## src/rtl/sauria_cfg_sequencer.sv

```systemverilog
// rtl/sauria_cfg_sequencer.sv - command-driven AXI4-Lite configuration master for the SAURIA test wrapper
module sauria_cfg_sequencer #(
    parameter int TIMEOUT_CYCLES = 100000,
    parameter int CHECK_HOLD     = 4,
    parameter int CNT_W          = 16
) (
    input  logic             clk_sys,
    input  logic             rst_sys,
    input  logic             cmd_valid,
    output logic             cmd_ready,
    input  logic [2:0]       cmd_op,
    input  logic [31:0]      cmd_addr,
    input  logic [31:0]      cmd_data,
    output logic [31:0]      m_ar_addr,
    output logic             m_ar_valid,
    input  logic             m_ar_ready,
    input  logic [31:0]      m_r_data,
    input  logic             m_r_valid,
    output logic             m_r_ready,
    output logic [31:0]      m_aw_addr,
    output logic             m_aw_valid,
    input  logic             m_aw_ready,
    output logic [31:0]      m_w_data,
    output logic             m_w_valid,
    input  logic             m_w_ready,
    input  logic             ctrl_interrupt,
    input  logic             sauria_interrupt,
    input  logic             dma_interrupt,
    output logic             check_flag,
    output logic [31:0]      dram_startoffs,
    output logic [31:0]      dram_endoffs,
    output logic             done,
    output logic             timeout_err,
    output logic             op_err,
    output logic [CNT_W-1:0] cmd_count
);

    typedef enum logic [2:0] {S_IDLE, S_WR, S_RD_AR, S_RD_R, S_IRQ, S_CHK, S_FIN} state_t;

    localparam logic [2:0] OP_WRITE = 3'd0;
    localparam logic [2:0] OP_POLL  = 3'd1;
    localparam logic [2:0] OP_IRQ   = 3'd2;
    localparam logic [2:0] OP_CHECK = 3'd3;
    localparam logic [2:0] OP_END   = 3'd4;

    state_t      r_state;
    logic [31:0] r_data;
    logic [31:0] r_tmo;
    logic [15:0] r_chk;

    logic        w_accept;
    logic [31:0] w_tmo_next;
    logic        w_tmo_hit;
    logic        w_poll_ok;
    logic        w_aw_fin;
    logic        w_w_fin;
    logic        w_irq_sel;

    assign w_accept   = cmd_valid && cmd_ready;
    assign w_tmo_next = r_tmo + 32'd1;
    assign w_tmo_hit  = (w_tmo_next >= 32'(TIMEOUT_CYCLES));
    assign w_poll_ok  = ((m_r_data & r_data) == r_data);
    // A write channel is finished once its valid has dropped or it handshakes now
    assign w_aw_fin   = !m_aw_valid || m_aw_ready;
    assign w_w_fin    = !m_w_valid || m_w_ready;

    always_comb begin
        case (r_data[1:0])
            2'd0:    w_irq_sel = ctrl_interrupt;
            2'd1:    w_irq_sel = sauria_interrupt;
            default: w_irq_sel = dma_interrupt;
        endcase
    end

    always_ff @(posedge clk_sys) begin
        if (rst_sys) begin
            r_state        <= S_IDLE;
            r_data         <= '0;
            r_tmo          <= '0;
            r_chk          <= '0;
            cmd_ready      <= 1'b0;
            m_ar_addr      <= '0;
            m_ar_valid     <= 1'b0;
            m_r_ready      <= 1'b0;
            m_aw_addr      <= '0;
            m_aw_valid     <= 1'b0;
            m_w_data       <= '0;
            m_w_valid      <= 1'b0;
            check_flag     <= 1'b0;
            dram_startoffs <= '0;
            dram_endoffs   <= '0;
            done           <= 1'b0;
            timeout_err    <= 1'b0;
            op_err         <= 1'b0;
            cmd_count      <= '0;
        end else begin
            case (r_state)
                S_IDLE: begin
                    if (w_accept) begin
                        cmd_ready <= 1'b0;
                        r_data    <= cmd_data;
                        r_tmo     <= '0;
                        case (cmd_op)
                            OP_WRITE: begin
                                m_aw_addr  <= cmd_addr;
                                m_w_data   <= cmd_data;
                                m_aw_valid <= 1'b1;
                                m_w_valid  <= 1'b1;
                                r_state    <= S_WR;
                            end
                            OP_POLL: begin
                                m_ar_addr  <= cmd_addr;
                                m_ar_valid <= 1'b1;
                                r_state    <= S_RD_AR;
                            end
                            OP_IRQ: begin
                                if (cmd_data[1:0] == 2'd3) begin
                                    op_err  <= 1'b1;
                                    done    <= 1'b1;
                                    r_state <= S_FIN;
                                end else begin
                                    r_state <= S_IRQ;
                                end
                            end
                            OP_CHECK: begin
                                dram_startoffs <= cmd_addr;
                                dram_endoffs   <= cmd_data;
                                r_chk          <= '0;
                                r_state        <= S_CHK;
                            end
                            OP_END: begin
                                done      <= 1'b1;
                                cmd_count <= cmd_count + CNT_W'(1);
                                r_state   <= S_FIN;
                            end
                            default: begin
                                op_err  <= 1'b1;
                                done    <= 1'b1;
                                r_state <= S_FIN;
                            end
                        endcase
                    end else begin
                        cmd_ready <= 1'b1;
                    end
                end
                S_WR: begin
                    if (m_aw_ready) m_aw_valid <= 1'b0;
                    if (m_w_ready)  m_w_valid  <= 1'b0;
                    if (w_aw_fin && w_w_fin) begin
                        cmd_count <= cmd_count + CNT_W'(1);
                        cmd_ready <= 1'b1;
                        r_state   <= S_IDLE;
                    end
                end
                S_RD_AR: begin
                    r_tmo <= w_tmo_next;
                    if (w_tmo_hit) begin
                        m_ar_valid  <= 1'b0;
                        timeout_err <= 1'b1;
                        done        <= 1'b1;
                        r_state     <= S_FIN;
                    end else if (m_ar_ready) begin
                        m_ar_valid <= 1'b0;
                        m_r_ready  <= 1'b1;
                        r_state    <= S_RD_R;
                    end
                end
                S_RD_R: begin
                    r_tmo <= w_tmo_next;
                    // A passing read on the timeout cycle still counts as success
                    if (m_r_valid && w_poll_ok) begin
                        m_r_ready <= 1'b0;
                        cmd_count <= cmd_count + CNT_W'(1);
                        cmd_ready <= 1'b1;
                        r_state   <= S_IDLE;
                    end else if (w_tmo_hit) begin
                        m_r_ready   <= 1'b0;
                        timeout_err <= 1'b1;
                        done        <= 1'b1;
                        r_state     <= S_FIN;
                    end else if (m_r_valid) begin
                        m_r_ready  <= 1'b0;
                        m_ar_valid <= 1'b1;
                        r_state    <= S_RD_AR;
                    end
                end
                S_IRQ: begin
                    r_tmo <= w_tmo_next;
                    if (w_irq_sel) begin
                        cmd_count <= cmd_count + CNT_W'(1);
                        cmd_ready <= 1'b1;
                        r_state   <= S_IDLE;
                    end else if (w_tmo_hit) begin
                        timeout_err <= 1'b1;
                        done        <= 1'b1;
                        r_state     <= S_FIN;
                    end
                end
                S_CHK: begin
                    // Offsets were loaded on entry, so the flag rises a cycle after them
                    if (!check_flag) begin
                        check_flag <= 1'b1;
                        r_chk      <= '0;
                    end else if (r_chk == 16'(CHECK_HOLD - 1)) begin
                        check_flag <= 1'b0;
                        cmd_count  <= cmd_count + CNT_W'(1);
                        cmd_ready  <= 1'b1;
                        r_state    <= S_IDLE;
                    end else begin
                        r_chk <= r_chk + 16'd1;
                    end
                end
                S_FIN: begin
                    cmd_ready <= 1'b0;
                end
                default: r_state <= S_IDLE;
            endcase
        end
    end

endmodule

```

## config.mk

```make
export PLATFORM = sky130hd
export DESIGN_NAME = sauria_cfg_sequencer
export DESIGN_NICKNAME = d
export VERILOG_FILES = /design/src/rtl/sauria_cfg_sequencer.sv
export SDC_FILE = /design/constraint.sdc
export NUM_CORES = 1
export LEC_CHECK = 0
export CAP_MARGIN = 20
export CORE_MARGIN = 2
export CORE_UTILIZATION = 28
export DETAILED_ROUTE_END_ITERATION = 10
export GPL_TIMING_DRIVEN = 0
export PLACE_DENSITY = 0.56
export SKIP_CTS_REPAIR_TIMING = 1
export SLEW_MARGIN = 30
export SYNTH_ARGS = -nofsm -noshare
export SYNTH_HDL_FRONTEND = slang
export SYNTH_SLANG_ARGS = --single-unit
```

## constraint.sdc

```tcl
create_clock -name clk_sys -period 6.7 [get_ports clk_sys]
set_clock_uncertainty 0.05 [all_clocks]
set_input_delay 1.34 -clock clk_sys [delete_from_list [all_inputs] [get_ports clk_sys]]
set_output_delay 1.34 -clock clk_sys [all_outputs]
set_load 0.03 [all_outputs]
```

# After elaboration in Yosys (flattened, before gate mapping)
# Cells that the tools add are included.
# word_totals
reg_bits	268
input_bits	109
out_inout_bits	185
word_cells	174
# op_classes
n_addsub	3
magnitude_cmp	1
eq_ne	39
n_mux	71
bitwise_logic	3
reduce_logical	38
# op_table
operator	n
16-bit two-way mux	11
16-bit case mux with 5 select lines	1
32-bit case mux with 2 select lines	1
3-bit two-way mux	11
16-bit by 1-bit adder with 16-bit output (second input constant)	2
32-bit by 1-bit adder with 32-bit output (second input constant)	1
32-bit AND	1
32-bit equality test	1
32-bit by 17-bit >= comparator with 1-bit output (second input constant)	1
1-bit two-way mux	32
32-bit two-way mux	1
2-bit inequality test (second input constant)	16
16-bit case mux with 2 select lines	1
3-bit case mux with 7 select lines	1
4-bit AND reduction	5
16-bit by 2-bit equality test with 1-bit output (second input constant)	1
8-bit AND reduction	2
3-bit by 2-bit equality test with 1-bit output (second input constant)	4
3-bit equality test (second input constant)	4
3-bit inequality test (second input constant)	4
1-bit case mux with 2 select lines	6
3-bit case mux with 4 select lines	1
3-bit AND reduction	4
6-bit AND reduction	2
other kinds (24)	41

# Longest topological paths before layout
# logic_depth
ltp_word	5
mapped_depth	11
depth_no_buf	9

# Worst setup path after synthesis
# Ideal clock, no wire load.
# synth_path
path_kind	input to register
from	input port m_r_data[19]
to	register cmd_count[10]
setup_ns	0.070
t_arrival_ns	3.310
t_required_ns	6.580
setup_slack_ns	3.270
cell_stages	9
path_buffers	1
cell_sequence	inv_1 -> a2111oi_0 -> nand4_1 -> o41ai_1 -> a21oi_1 -> or2_1 -> clkbuf_1 -> or4_1 -> a21oi_1
# synth_between
elab_chain_cells	5
# synth_rtl
item	line	text
start, declared	17	input logic [31:0] m_r_data,
32-bit AND	62	assign w_poll_ok = ((m_r_data & r_data) == r_data);
32-bit equality test	62	
1-bit logical AND	171	if (m_r_valid && w_poll_ok) begin
2-bit inequality test (no line)	-	
8-bit AND reduction (no line)	-	
end signal, assigned	173	cmd_count <= cmd_count + CNT_W'(1);
end signal, assigned	190	cmd_count <= cmd_count + CNT_W'(1);
end signal, assigned	206	cmd_count <= cmd_count + CNT_W'(1);
end, declared	35	output logic [CNT_W-1:0] cmd_count
# Every way passes these cells.
# A chain may end at the register's enable or synchronous reset.

# Worst setup path after layout
# layout_path
from	input port m_r_data[19]
to	register cmd_count[9]
# The elaborated chain is that of the path after synthesis.

==> results.yml <==
outcome:
  status: "complete, no violations"
cells_and_area:
  final.fill_count: 4155
  final_common_cell: "nand2_1"
  area_growth_pct: 40.8
  antennaDiodeCount: 0
  nets: 1919
  utilization: 0.401
  multiInputGateArea_um2: 5460
  fin_area_um2: 16000
  final_cell_mix: "441 x nand2_1, 291 x clkdlybuf4s50_1, 268 x dfxtp_1"
  regArea_um2: 5370
  layout-drive-gt1-share: 0.0464
yosys:
  syn-mean-instance-area_um2: 7.64
  syn_inst: 1484
  synth_edf_count: 0
  syn_nets: 1596
  yosysUniqueCellTypes: 69
  ys_warn_count: 0
  synth_area_um2: 11300
  yosys.area.top_type: "dfxtp_1"
  synth-main-ff-cell: "dfxtp_1"
  synth_area_leaders: "dfxtp_1 47%, nand2_1 15%, a21oi_1 10%"
  synth_top_area_frac: 0.473
  ys_seq_area_frac: 0.473
  async_reset_ff_frac: 0
  synth-seq-cells: 268
global_routing:
  grt_usage: 0.205
  grt-ovfl-total: 0
  grt_antenna_before_repair: 0
  grt_first_pass_wirelength_um: 67000
  grt_pass1_vias: 11000
  grt_max_degree: 16
timing:
  tightest_slew_ns: 0.879
  fmax_mhz: 260
  rsz0062_at_grt: "false"
  period_needed_ns: 3.84
  report.final.slew_viol_count: 0
  relSlewSlack: 0.409
  fin_ws_ns: 2.86
  finalHoldViolations: 0
  finalSetupViolations: 0
  tns_ns: 0
  finalCritPeriodShare: 0.573
critical_path:
  cp-start-kind: "input pin"
  worstPathMaxFanout: 6
  endpoint_kind: "register"
  cp.arrival_ns: 4.28
  worst_ep_required_time_ns: 7.14
  worstSetupPathType: "in2reg"
floorplanning:
  initial_core_util: 0.285
  dieWidth_um: 205
  die_area_um2: 42100
  coreArea_um2: 39800
  ios: 294
  fp.dieH_um: 205
  rows: 73
clocking:
  cts_made_buffers: 30
  clk_pin_slew_ns: 0.06
  htree_levels: 1
  cts_buffer_depth: 3
  cts_tree: "yes"
  clock_sinks: 268
  cts-root-buf: "clkbuf_16"
  clk_latency_ns: 0.58
placement:
  gp_congestion: 0.906
  dpl_worst_slack_ns: 2.28
  place_area_um2: 14900
  dpl.hpwl_um: 33500
  portBuffers: 291
hold_path:
  hold_class: "reg2reg"
power_and_ir_drop:
  power.clock.fraction: 0.390
  internal-power_uw: 3020
  p_sw_frac: 0.322
  combPwrFrac: 0.223
  power_frac_seq: 0.388
  powerDensity_nw_per_um2: 279
  fin_total_pwr_uw: 4450
  switchingPower_uw: 1430
  irDropWorstVdd_mv: 0.223
  p_leak_uw: 0.00521
drt:
  routed_via_density: 4.97
  ant_nets: 0
  first_pass_iters: 6
  routedWlPerCell_um: 18.8
  drcViolationCount: 0
  drt_iter0_drc: 1071
  dr_total_vias: 11700
  drt_wl_total_um: 44400
job:
  maxCapViolations: 0
## through the flow
stage               std cells  hold slack (ns)
floorplan                1484            0.382
global route             2356            0.422
finish                   2356            0.400
global placement         2300            0.388
detailed placement       2300            0.394
CTS                      2356            0.402
## layout make-up
type / instances / area share
multi-input cells: 1088 / 0.342
well taps: 525 / 0.0412
inverters: 27 / 0.00635
plain buffers: 101 / 0.0255
clock buffers: 39 / 0.0548
flip-flops and latches: 268 / 0.336
repair buffers: 291 / 0.183
clock inverters: 17 / 0.0109
## layer usage
layer,wire length (µm),global-route usage,vias to the layer above
met5,0,0,-
met4,958,0.0468,0
met3,3920,0.0603,57
met2,19900,0.322,423
met1,19600,0.278,5555
li1,-,-,5672
## cells by family after synthesis
group | count (synthesis) | synth area share
buffers and inverters | 128 | 0.0448
DFF | 268 | 0.473
adders and majority gates | 3 | 0.00331
AOI/OAI and AO/OA | 333 | 0.166
muxes | 6 | 0.00552
and+or+nand+nor | 708 | 0.277
xor gates and xnor gates | 38 | 0.0294
## Yosys cell counts, types with 6 or more instances
| cell | number |
|---|---|
| a21oi_1 | 234 |
| nor2_1 | 86 |
| dfxtp_1 | 268 |
| a31oi_1 | 7 |
| inv_1 | 27 |
| nand3_1 | 29 |
| nor2b_1 | 26 |
| nand4_1 | 28 |
| a311oi_1 | 8 |
| or3_1 | 9 |
| nor4_1 | 10 |
| a2111oi_0 | 8 |
| o21ai_0 | 34 |
| and3_1 | 14 |
| clkbuf_1 | 88 |
| xnor2_1 | 27 |
| a22oi_1 | 6 |
| nand2_1 | 441 |
| nor3_1 | 25 |
| xor2_1 | 11 |
## worst max-delay path, cell delays in order
cell	delay (ns)
clkdlybuf4s50_1	0.45
inv_1	0.03
a2111oi_0	0.52
nand4_1	0.22
o41ai_1	0.47
a21oi_1	0.20
or2_1	0.25
clkbuf_1	0.15
or4_1	0.47
a21oi_1	0.16
## power groups by stage
stage	logic (µW)	clock network (µW)	registers, µW
after floorplan	515	0	1810
after CTS	984	1770	1730
after global placement	978	0	1760
final	992	1730	1730
after global routing	1080	1840	1730
after detailed placement	981	0	1760
## state kept, by name, summed over array words and instances, names as in the netlist, 3 cells and up
signal and count:
dram_endoffs 32, dram_startoffs 32, m_ar_addr 32, m_aw_addr 32
m_w_data 32, r_data 32, r_tmo 32, cmd_count 16
r_chk 16, r_state 3
## worst paths after layout
path / cells past startpoint / slack [ns] / startpoint / end
min reg2reg: 2 / 0.40 / r_data[24] / r_data[24]
max reg2reg: 9 / 3.25 / r_tmo[0] / m_r_ready
min: 2 / 0.40 / r_data[24] / r_data[24]
max: 10 / 2.86 / m_r_data[19] / cmd_count[9]
Note: power is estimated with default switching activity, not from simulation.
